**config.mk**
```make
export PLATFORM = sky130hd
export DESIGN_NAME = spi_slave_ctrl
export DESIGN_NICKNAME = d
export VERILOG_FILES = /design/src/rtl/spi_slave_ctrl.sv
export SDC_FILE = /design/constraint.sdc
export NUM_CORES = 1
export LEC_CHECK = 0
export BUFFER_PORTS_ARGS = -buffer_cell sky130_fd_sc_hd__buf_2
export CORE_ASPECT_RATIO = 0.8
export CORE_MARGIN = 1.5
export CORE_UTILIZATION = 45
export CTS_CLUSTER_DIAMETER = 60
export DETAILED_ROUTE_END_ITERATION = 10
export PLACE_DENSITY = 0.61
export SLEW_MARGIN = 20
export SYNTH_ARGS = -nofsm -noshare
export SYNTH_HDL_FRONTEND = slang
export SYNTH_SLANG_ARGS = --single-unit
```
**constraint.sdc**
```tcl
create_clock -name clk -period 1.94 [get_ports clk]
set_input_delay 0.388 -clock clk [delete_from_list [all_inputs] [get_ports clk]]
set_output_delay 0.388 -clock clk [all_outputs]
set_load 0.01 [all_outputs]
```
**src/rtl/spi_slave_ctrl.sv**
```systemverilog
// SPI mode-0 slave transfer controller, MSB first.
// Synchronises SCLK/CS_N/MOSI into clk, detects their edges and sequences
// per-bit shifting and per-word framing towards a valid/ready word interface.
module spi_slave_ctrl #(
  parameter int unsigned DATA_W      = 8,
  parameter int unsigned SYNC_STAGES = 2
) (
  input  logic              clk,
  input  logic              rst,
  input  logic              sclk,
  input  logic              cs_n,
  input  logic              mosi,
  output logic              miso,
  output logic              miso_oe,
  input  logic [DATA_W-1:0] tx_data,
  input  logic              tx_valid,
  output logic              tx_ready,
  output logic [DATA_W-1:0] rx_data,
  output logic              rx_valid,
  output logic              frame_active,
  output logic              tx_underrun
);

  localparam int unsigned BW = $clog2(DATA_W);
  localparam int unsigned FW = $clog2(SYNC_STAGES + 1) + 1;

  typedef enum logic {
    IDLE,
    SHIFT
  } state_t;

  logic [SYNC_STAGES-1:0] sclk_sync_q;
  logic [SYNC_STAGES-1:0] cs_sync_q;
  logic [SYNC_STAGES-1:0] mosi_sync_q;
  logic                   sclk_prev_q;
  logic                   cs_prev_q;
  logic [FW-1:0]          flush_q;
  logic                   cs_armed_q;

  logic sclk_s, cs_s, mosi_s;
  logic sclk_rise, sclk_fall, cs_rise, cs_fall;

  state_t            state_q;
  logic [BW-1:0]     bit_cnt_q;
  logic [DATA_W-1:0] rx_shift_q;
  logic [DATA_W-1:0] tx_shift_q;
  logic              load_pending_q;
  logic [DATA_W-1:0] rx_data_q;
  logic              rx_valid_q;
  logic              tx_ready_q;
  logic              tx_underrun_q;
  logic              miso_oe_q;
  logic              frame_active_q;

  logic [DATA_W-1:0] load_word;

  // Pin synchronisers and edge history, preset to idle pin levels.
  // A CS_N fall is only honoured once the chain has flushed and CS_N has been
  // seen high, so a pin held low through reset cannot start a frame.
  always_ff @(posedge clk) begin
    if (rst) begin
      sclk_sync_q <= '0;
      cs_sync_q   <= '1;
      mosi_sync_q <= '0;
      sclk_prev_q <= 1'b0;
      cs_prev_q   <= 1'b1;
      flush_q     <= '0;
      cs_armed_q  <= 1'b0;
    end else begin
      sclk_sync_q <= {sclk_sync_q[SYNC_STAGES-2:0], sclk};
      cs_sync_q   <= {cs_sync_q[SYNC_STAGES-2:0], cs_n};
      mosi_sync_q <= {mosi_sync_q[SYNC_STAGES-2:0], mosi};
      sclk_prev_q <= sclk_s;
      cs_prev_q   <= cs_s;
      if (flush_q != FW'(SYNC_STAGES)) begin
        flush_q <= flush_q + 1'b1;
      end else if (cs_s) begin
        cs_armed_q <= 1'b1;
      end
    end
  end

  // Edge strobes from the last synchronised sample versus its history.
  always_comb begin
    sclk_s    = sclk_sync_q[SYNC_STAGES-1];
    cs_s      = cs_sync_q[SYNC_STAGES-1];
    mosi_s    = mosi_sync_q[SYNC_STAGES-1];
    sclk_rise = sclk_s & ~sclk_prev_q;
    sclk_fall = ~sclk_s & sclk_prev_q;
    cs_rise   = cs_s & ~cs_prev_q;
    cs_fall   = ~cs_s & cs_prev_q & cs_armed_q;
    load_word = tx_valid ? tx_data : '0;
  end

  // Frame/bit sequencer with registered outputs; CS_N rise has priority.
  always_ff @(posedge clk) begin
    if (rst) begin
      state_q        <= IDLE;
      bit_cnt_q      <= '0;
      rx_shift_q     <= '0;
      tx_shift_q     <= '0;
      load_pending_q <= 1'b0;
      rx_data_q      <= '0;
      rx_valid_q     <= 1'b0;
      tx_ready_q     <= 1'b0;
      tx_underrun_q  <= 1'b0;
      miso_oe_q      <= 1'b0;
      frame_active_q <= 1'b0;
    end else begin
      rx_valid_q    <= 1'b0;
      tx_ready_q    <= 1'b0;
      tx_underrun_q <= 1'b0;
      if (cs_rise) begin
        state_q        <= IDLE;
        frame_active_q <= 1'b0;
        miso_oe_q      <= 1'b0;
        bit_cnt_q      <= '0;
        load_pending_q <= 1'b0;
        rx_shift_q     <= '0;
        tx_shift_q     <= '0;
      end else begin
        case (state_q)
          IDLE: begin
            if (cs_fall) begin
              state_q        <= SHIFT;
              frame_active_q <= 1'b1;
              miso_oe_q      <= 1'b1;
              bit_cnt_q      <= '0;
              load_pending_q <= 1'b0;
              rx_shift_q     <= '0;
              tx_shift_q     <= load_word;
              tx_ready_q     <= tx_valid;
              tx_underrun_q  <= ~tx_valid;
            end
          end
          SHIFT: begin
            if (sclk_rise) begin
              rx_shift_q <= {rx_shift_q[DATA_W-2:0], mosi_s};
              if (bit_cnt_q == BW'(DATA_W - 1)) begin
                rx_data_q      <= {rx_shift_q[DATA_W-2:0], mosi_s};
                rx_valid_q     <= 1'b1;
                bit_cnt_q      <= '0;
                load_pending_q <= 1'b1;
              end else begin
                bit_cnt_q <= bit_cnt_q + 1'b1;
              end
            end else if (sclk_fall) begin
              if (load_pending_q) begin
                tx_shift_q     <= load_word;
                tx_ready_q     <= tx_valid;
                tx_underrun_q  <= ~tx_valid;
                load_pending_q <= 1'b0;
              end else begin
                tx_shift_q <= {tx_shift_q[DATA_W-2:0], 1'b0};
              end
            end
          end
          default: state_q <= IDLE;
        endcase
      end
    end
  end

  assign miso         = tx_shift_q[DATA_W-1];
  assign miso_oe      = miso_oe_q;
  assign tx_ready     = tx_ready_q;
  assign tx_underrun  = tx_underrun_q;
  assign rx_data      = rx_data_q;
  assign rx_valid     = rx_valid_q;
  assign frame_active = frame_active_q;

endmodule

```
==> impl_metrics.env, run 1 <==
export IMPL_finClkSkew_ns=0.007916
export IMPL_power_frac_clock_pct=34.2
export IMPL_hold_start="cs_n"
export IMPL_vias_per_cell=5.479
export IMPL_initial_core_util_pct=48.19
export IMPL_drcViolationCount=0
export IMPL_crit_type="reg2reg"
export IMPL_diodes=0
export IMPL_dp_slack_ns=0.3511
export IMPL_total_power_mw=1.781
export IMPL_core_um2=3879
export IMPL_synth_warnings=0
export IMPL_grt_pass1_wl_um=6375
export IMPL_ctsResizeCount=0
export IMPL_synth_cell_types=33
export IMPL_rsz0062_at_grt="false"
export IMPL_hp_class="in2reg"
export IMPL_setup_viol=0
export IMPL_powerDensity_nw_per_um2=850.4
export IMPL_synth_area_um2=1869
export IMPL_grt_max_degree=24
export IMPL_hold_buffers=0
export IMPL_seq_area_frac_synth_pct=47.12
export IMPL_place_hpwl_um=2594
export IMPL_routed_wl_um=3720
export IMPL_hold_viol=0
export IMPL_fmax_mhz=617.8
export IMPL_io_pins=28
export IMPL_first_pass_iters=5
export IMPL_postCtsSetupRepairBufs=0
export IMPL_r2r_cells=5
export IMPL_dieArea_um2=4552
export IMPL_cts_made_buffers=5
export IMPL_whs_ns=0.2778
export IMPL_cts_tree="yes"
export IMPL_final_antenna_net_count=0
export IMPL_min_period_over_period_pct=83.44
export IMPL_slew_headroom_pct=59.08
export IMPL_ff2ff_setup_slack_ns=0.32
export IMPL_worst_pin_slew_ns=0.6123
export IMPL_final_cells=280
export IMPL_fillers=375
export IMPL_min_to="cs_sync_q[0]"
export IMPL_status="finished clean"
export IMPL_worstReg2RegStart="sclk_prev_q"
export IMPL_irDropWorstVdd_mv=0.6091
export IMPL_power_share_switching_pct=24.03
export IMPL_nets=246
export IMPL_die_x_um=75.06
export IMPL_period_needed_ns=1.619
export IMPL_slew_violations=0
export IMPL_synthCells=205
export IMPL_crit_required_ns=2.11
export IMPL_cts_root_buf="clkbuf_8"
export IMPL_tns_ns=0
export IMPL_crit_chain="inv_1, ha_1, nand2_1, o31ai_1, a21oi_1"
export IMPL_fp_dieH_um=60.65
export IMPL_cts_max_path_buffers=2
export IMPL_fin_util_pct=54.00
export IMPL_arrival_ns=1.79
export IMPL_wl_per_cell_um=13.29
export IMPL_rows=20
export IMPL_synth_area_per_cell_um2=9.119
export IMPL_crit_path_max_fanout=18
export IMPL_drv_cap=0
export IMPL_vias=1534
export IMPL_grt_overflow_total=0
export IMPL_gp_congestion=0.7663
export IMPL_min_path_cells=2
export IMPL_cpPeakStageDelay_ns=0.40
export IMPL_clk_pin_slew_ns=0.08
export IMPL_crit_path_start_kind="flip-flop"
export IMPL_portBuffers=27
export IMPL_first_iter_violations=95
export IMPL_synth_seq_cells=44
export IMPL_p_int_mw=1.353
export IMPL_p_seq_share_pct=55.3
export IMPL_cts_num_sinks=44
export IMPL_drive_gt1_share_pct=18.67
export IMPL_p_sw_mw=0.4279
export IMPL_end_kind="flip-flop"
export IMPL_placed_area_um2=1998
export IMPL_clk_latency_ns=0.30
export IMPL_combPwrFrac_pct=10.4
export IMPL_r2r_end="rx_data[3]"
export IMPL_place_inst=273
export IMPL_cellLeakagePower_nw=0.7829
export IMPL_area_growth_syn_to_layout_pct=12.05
export IMPL_grt_antenna_before_repair=0
export IMPL_setup_ws_ns=0.3213
export IMPL_cts_htree_levels=2
export IMPL_syn_nets=226
export IMPL_slowest_stage="nand2_1"
export IMPL_finalInstanceArea_um2=2095
export IMPL_grt_usage_pct=18.75
export IMPL_grt_pass1_vias=1417
==> critical path, delay by kind of cell, from the launching register on <==
kind,cells,cell delay (ns)
AO/OA/AOI/OAI,2,0.50
AND/OR/NAND/NOR,1,0.40
adder cells (fa/ha/maj),1,0.23
flip-flops,1,0.32
buffers and inverters,1,0.05
==> power groups by stage <==
stage / Sequential, mW / Clock [mW] / Combinational, mW
finish: 0.985 / 0.610 / 0.186
global route: 0.993 / 0.665 / 0.213
CTS: 0.985 / 0.629 / 0.188
detailed placement: 1.01 / 0 / 0.187
global placement: 1.00 / 0 / 0.178
floorplan: 0.998 / 0 / 0.151
==> synth_stat cells <==
cell	n	area (um^2)
nor3_1	8	40.04
nor4bb_1	1	10.01
buf_2	9	45.04
a311oi_1	7	61.31
nand4_1	8	50.05
a31oi_1	2	12.51
nor3b_1	2	15.01
buf_4	5	37.54
and4bb_1	1	12.51
o2111ai_1	1	8.760
xnor2_1	1	8.760
or2_2	3	18.77
nand2_1	12	45.04
and2_1	1	6.260
nand4b_1	1	8.760
nand2b_1	3	18.77
a211oi_1	1	7.510
nand3b_1	9	67.56
o311ai_0	1	8.760
nand2b_2	1	8.760
ha_1	7	87.58
a2bb2oi_1	1	8.760
nand3_1	17	85.08
inv_1	7	26.28
and3b_1	1	8.760
nand4bb_1	1	11.26
buf_6	1	11.26
o31ai_1	8	60.06
a21oi_1	21	105.1
dfxtp_1	44	880.8
nor2b_1	7	43.79
clkbuf_1	3	11.26
nor2_1	10	37.54
==> cell usage in the layout, fill, tap and decap left out, types with 2 or more instances in the layout <==
cell / count
a311oi_1: 7
nor2_1: 10
o31ai_1: 8
clkbuf_8: 7
nor3b_1: 2
buf_2: 27
nand2_1: 12
or2_2: 3
nand3b_1: 9
nor2b_1: 7
ha_1: 7
dfxtp_1: 44
buf_4: 4
nor3_1: 8
nand2b_1: 3
nand3_1: 17
a21oi_1: 21
nand4_1: 8
inv_1: 7
a31oi_1: 2
==> how the worst max path moves through the flow <==
stage,from,slack (ns),endpoint,depth (start not counted)
after floorplan,bit_cnt_q[0],0.59,rx_data[0],6
after global placement,sclk_prev_q,0.45,rx_data[6],5
after detailed placement,sclk_prev_q,0.35,rx_data[3],5
after CTS,sclk_prev_q,0.34,rx_data[3],5
after global routing,sclk_prev_q,0.19,rx_data[3],5
final,sclk_prev_q,0.32,rx_data[3],5
==> cells by family (layout without fill, tap and decap cells) <==
family | count (synthesis) | in the layout | synth area share [%]
AND/OR/NAND/NOR | 86 | 86 | 26.10
flip-flops | 44 | 44 | 47.12
AO/OA/AOI/OAI | 42 | 42 | 14.59
buffers and inverters | 25 | 45 | 7.028
adder cells (fa/ha/maj) | 7 | 7 | 4.685
XOR/XNOR | 1 | 1 | 0.4686
==> flip-flops by register name, summed over array words and instances (netlist names), 2 cells and up <==
name,cells
rx_data,8
tx_shift_q,8
rx_shift_q,7
bit_cnt_q,3
flush_q,3
cs_sync_q,2
mosi_sync_q,2
sclk_sync_q,2
==> layer usage <==
metal / track usage, % / wire length (um)
met1: 24.41 / 1837
met2: 29.33 / 1632
met3: 4.485 / 176
met4: 9.351 / 74
met5: 0 / 0
==> cell type report <==
class | instances | area [um^2] | share of cell area [%]
repair buffers | 31 | 165.2 | 7.885
clock buffers | 7 | 96.34 | 4.600
well taps | 55 | 68.82 | 3.286
inverters | 7 | 26.28 | 1.254
flip-flops and latches | 44 | 880.8 | 42.05
multi-input cells | 136 | 857.1 | 40.92
Power figures use the tool's default switching activity.
==> run 2, diff against run 1 <==
- PLACE_DENSITY: 0.61 -> 0.64
- clock period: 1.94 -> 1.32 ns (I/O delays scaled with it)
==> impl_metrics.env, run 2 (synthesized netlist as in run 1, its figures left out) <==
export IMPL_path_buf_inv=2
export IMPL_r2r_cells=6
export IMPL_routed_wl_um=4172
export IMPL_fp_dieH_um=60.65
export IMPL_core_um2=3879
export IMPL_min_to="cs_sync_q[0]"
export IMPL_cts_tree="yes"
export IMPL_dieArea_um2=4552
export IMPL_rows=20
export IMPL_period_needed_ns=1.331
export IMPL_min_period_over_period_pct=100.9
export IMPL_setup_viol=2
export IMPL_grt_max_degree=24
export IMPL_irDropWorstVdd_mv=0.8167
export IMPL_crit_path_max_fanout=5
export IMPL_worst_pin_slew_ns=0.4144
export IMPL_cpPeakStageDelay_ns=0.36
export IMPL_rsz0062_at_grt="true"
export IMPL_grt_usage_pct=19.42
export IMPL_cts_num_sinks=44
export IMPL_place_inst=282
export IMPL_end_kind="flip-flop"
export IMPL_crit_family="simple AND/OR/NAND/NOR gates"
export IMPL_crit_type="reg2reg"
export IMPL_slew_violations=0
export IMPL_fin_util_pct=60.65
export IMPL_vias=1585
export IMPL_die_x_um=75.06
export IMPL_final_cell_mix="41 x dfxtp_1, 27 x buf_2, 20 x a21oi_1"
export IMPL_hp_class="in2reg"
export IMPL_cts_htree_levels=2
export IMPL_fmax_mhz=751.2
export IMPL_worstReg2RegStart="sclk_sync_q[1]"
export IMPL_grt_pass1_vias=1448
export IMPL_drcViolationCount=0
export IMPL_cts_root_buf="clkbuf_8"
export IMPL_crit_required_ns=1.50
export IMPL_final_antenna_net_count=0
export IMPL_finClkSkew_ns=0.004359
export IMPL_drive_gt1_share_pct=34.60
export IMPL_diodes=0
export IMPL_initial_core_util_pct=48.19
export IMPL_setup_ws_ns=-0.01127
export IMPL_r2r_end="tx_shift_q[7]"
export IMPL_wl_per_cell_um=14.29
export IMPL_place_hpwl_um=2763
export IMPL_slowest_stage="dfxtp_2"
export IMPL_clk_pin_slew_ns=0.08
export IMPL_cellLeakagePower_nw=0.8686
export IMPL_powerDensity_nw_per_um2=1121
export IMPL_arrival_ns=1.51
export IMPL_hold_viol=0
export IMPL_portBuffers=27
export IMPL_violations="setup timing"
export IMPL_io_pins=28
export IMPL_grt_overflow_total=0
export IMPL_drv_cap=0
export IMPL_nets=257
export IMPL_tns_ns=-0.01621
export IMPL_clk_latency_ns=0.30
export IMPL_cp_startpoint="sclk_sync_q[1]"
export IMPL_vias_per_cell=5.428
export IMPL_ff2ff_setup_slack_ns=-0.01
export IMPL_crit_chain="inv_2, ha_2, and3b_2, buf_6, nor3_1, a311oi_1"
export IMPL_total_power_mw=2.637
export IMPL_hold_start="cs_n"
export IMPL_first_iter_violations=118
export IMPL_cts_max_path_buffers=2
export IMPL_layout_commonest_cell="dfxtp_1"
export IMPL_first_pass_iters=4
export IMPL_crit_path_start_kind="flip-flop"
export IMPL_gp_congestion=0.7673
export IMPL_min_path_cells=2
export IMPL_cts_made_buffers=5
export IMPL_grt_pass1_wl_um=6603
export IMPL_final_cells=292
export IMPL_slew_headroom_pct=72.25
export IMPL_status="finished, violations left"
export IMPL_grt_antenna_before_repair=0
export IMPL_area_growth_syn_to_layout_pct=25.84
==> run 2: report_power, final <==
part           total (mW)  switching (mW)  leakage, nW  internal, mW
registers            1.46          0.0598        0.358          1.40
logic               0.311           0.160        0.465         0.151
clock network       0.872           0.444       0.0455         0.427
total                2.64           0.664        0.869          1.97
==> run 2: per-stage QoR <==
step / worst slack (ns) / area [um^2] / hold WS (ns)
2_1_floorplan: 0.02542 / 1872 / 0.3356
3_3_place_gp: -0.03364 / 2091 / 0.4003
3_5_place_dp: -0.07587 / 2091 / 0.4033
4_1_cts: -0.002862 / 2201 / 0.1410
5_1_grt: -0.05023 / 2352 / 0.1436
6_report: -0.01127 / 2352 / 0.1425
==> run 2: worst max-delay path by stage <==
| stage | endpoint | slack (ns) | depth (start not counted) |
|---|---|---|---|
| final | tx_shift_q[7] | -0.01 | 6 |
| after global routing | tx_shift_q[6] | -0.05 | 6 |
| after detailed placement | tx_shift_q[2] | -0.08 | 6 |
| after floorplan | load_pending_q | 0.03 | 6 |
| after CTS | rx_data[0] | -0.003 | 6 |
| after global placement | tx_shift_q[4] | -0.03 | 6 |
==> run 2: area by class of cell <==
class                           instances  area (um^2)
Fill cell                             340         1526
Multi-Input combinational cell        136         1002
Sequential cell                        44        884.6
Timing Repair Buffer                   42        280.3
Clock buffer                            8        90.09
Tap cell                               55        68.82
Inverter                                7        26.28
==> run 2: layer usage <==
metal | global-route usage (%) | wire length (um) | vias up | share of wire [%]
met4 | 8.312 | 47 | 0 | 1.1
met1 | 27.01 | 2040 | 757 | 49
li1 | - | - | 793 | -
met2 | 28.95 | 1950 | 30 | 47
met3 | 4.651 | 134 | 5 | 3.2
met5 | 0 | 0 | - | 0
==> run 2: what timing repair did <==
| item | in CTS | in global routing |
|---|---|---|
| hold buffers | 0 | 0 |
| setup buffers | 0 | 1 |
| cloned | 0 | 1 |
| resized for setup | 7 | 32 |
| pin swaps | 1 | 13 |
| endpoints found under the setup margin | 19 | 24 |
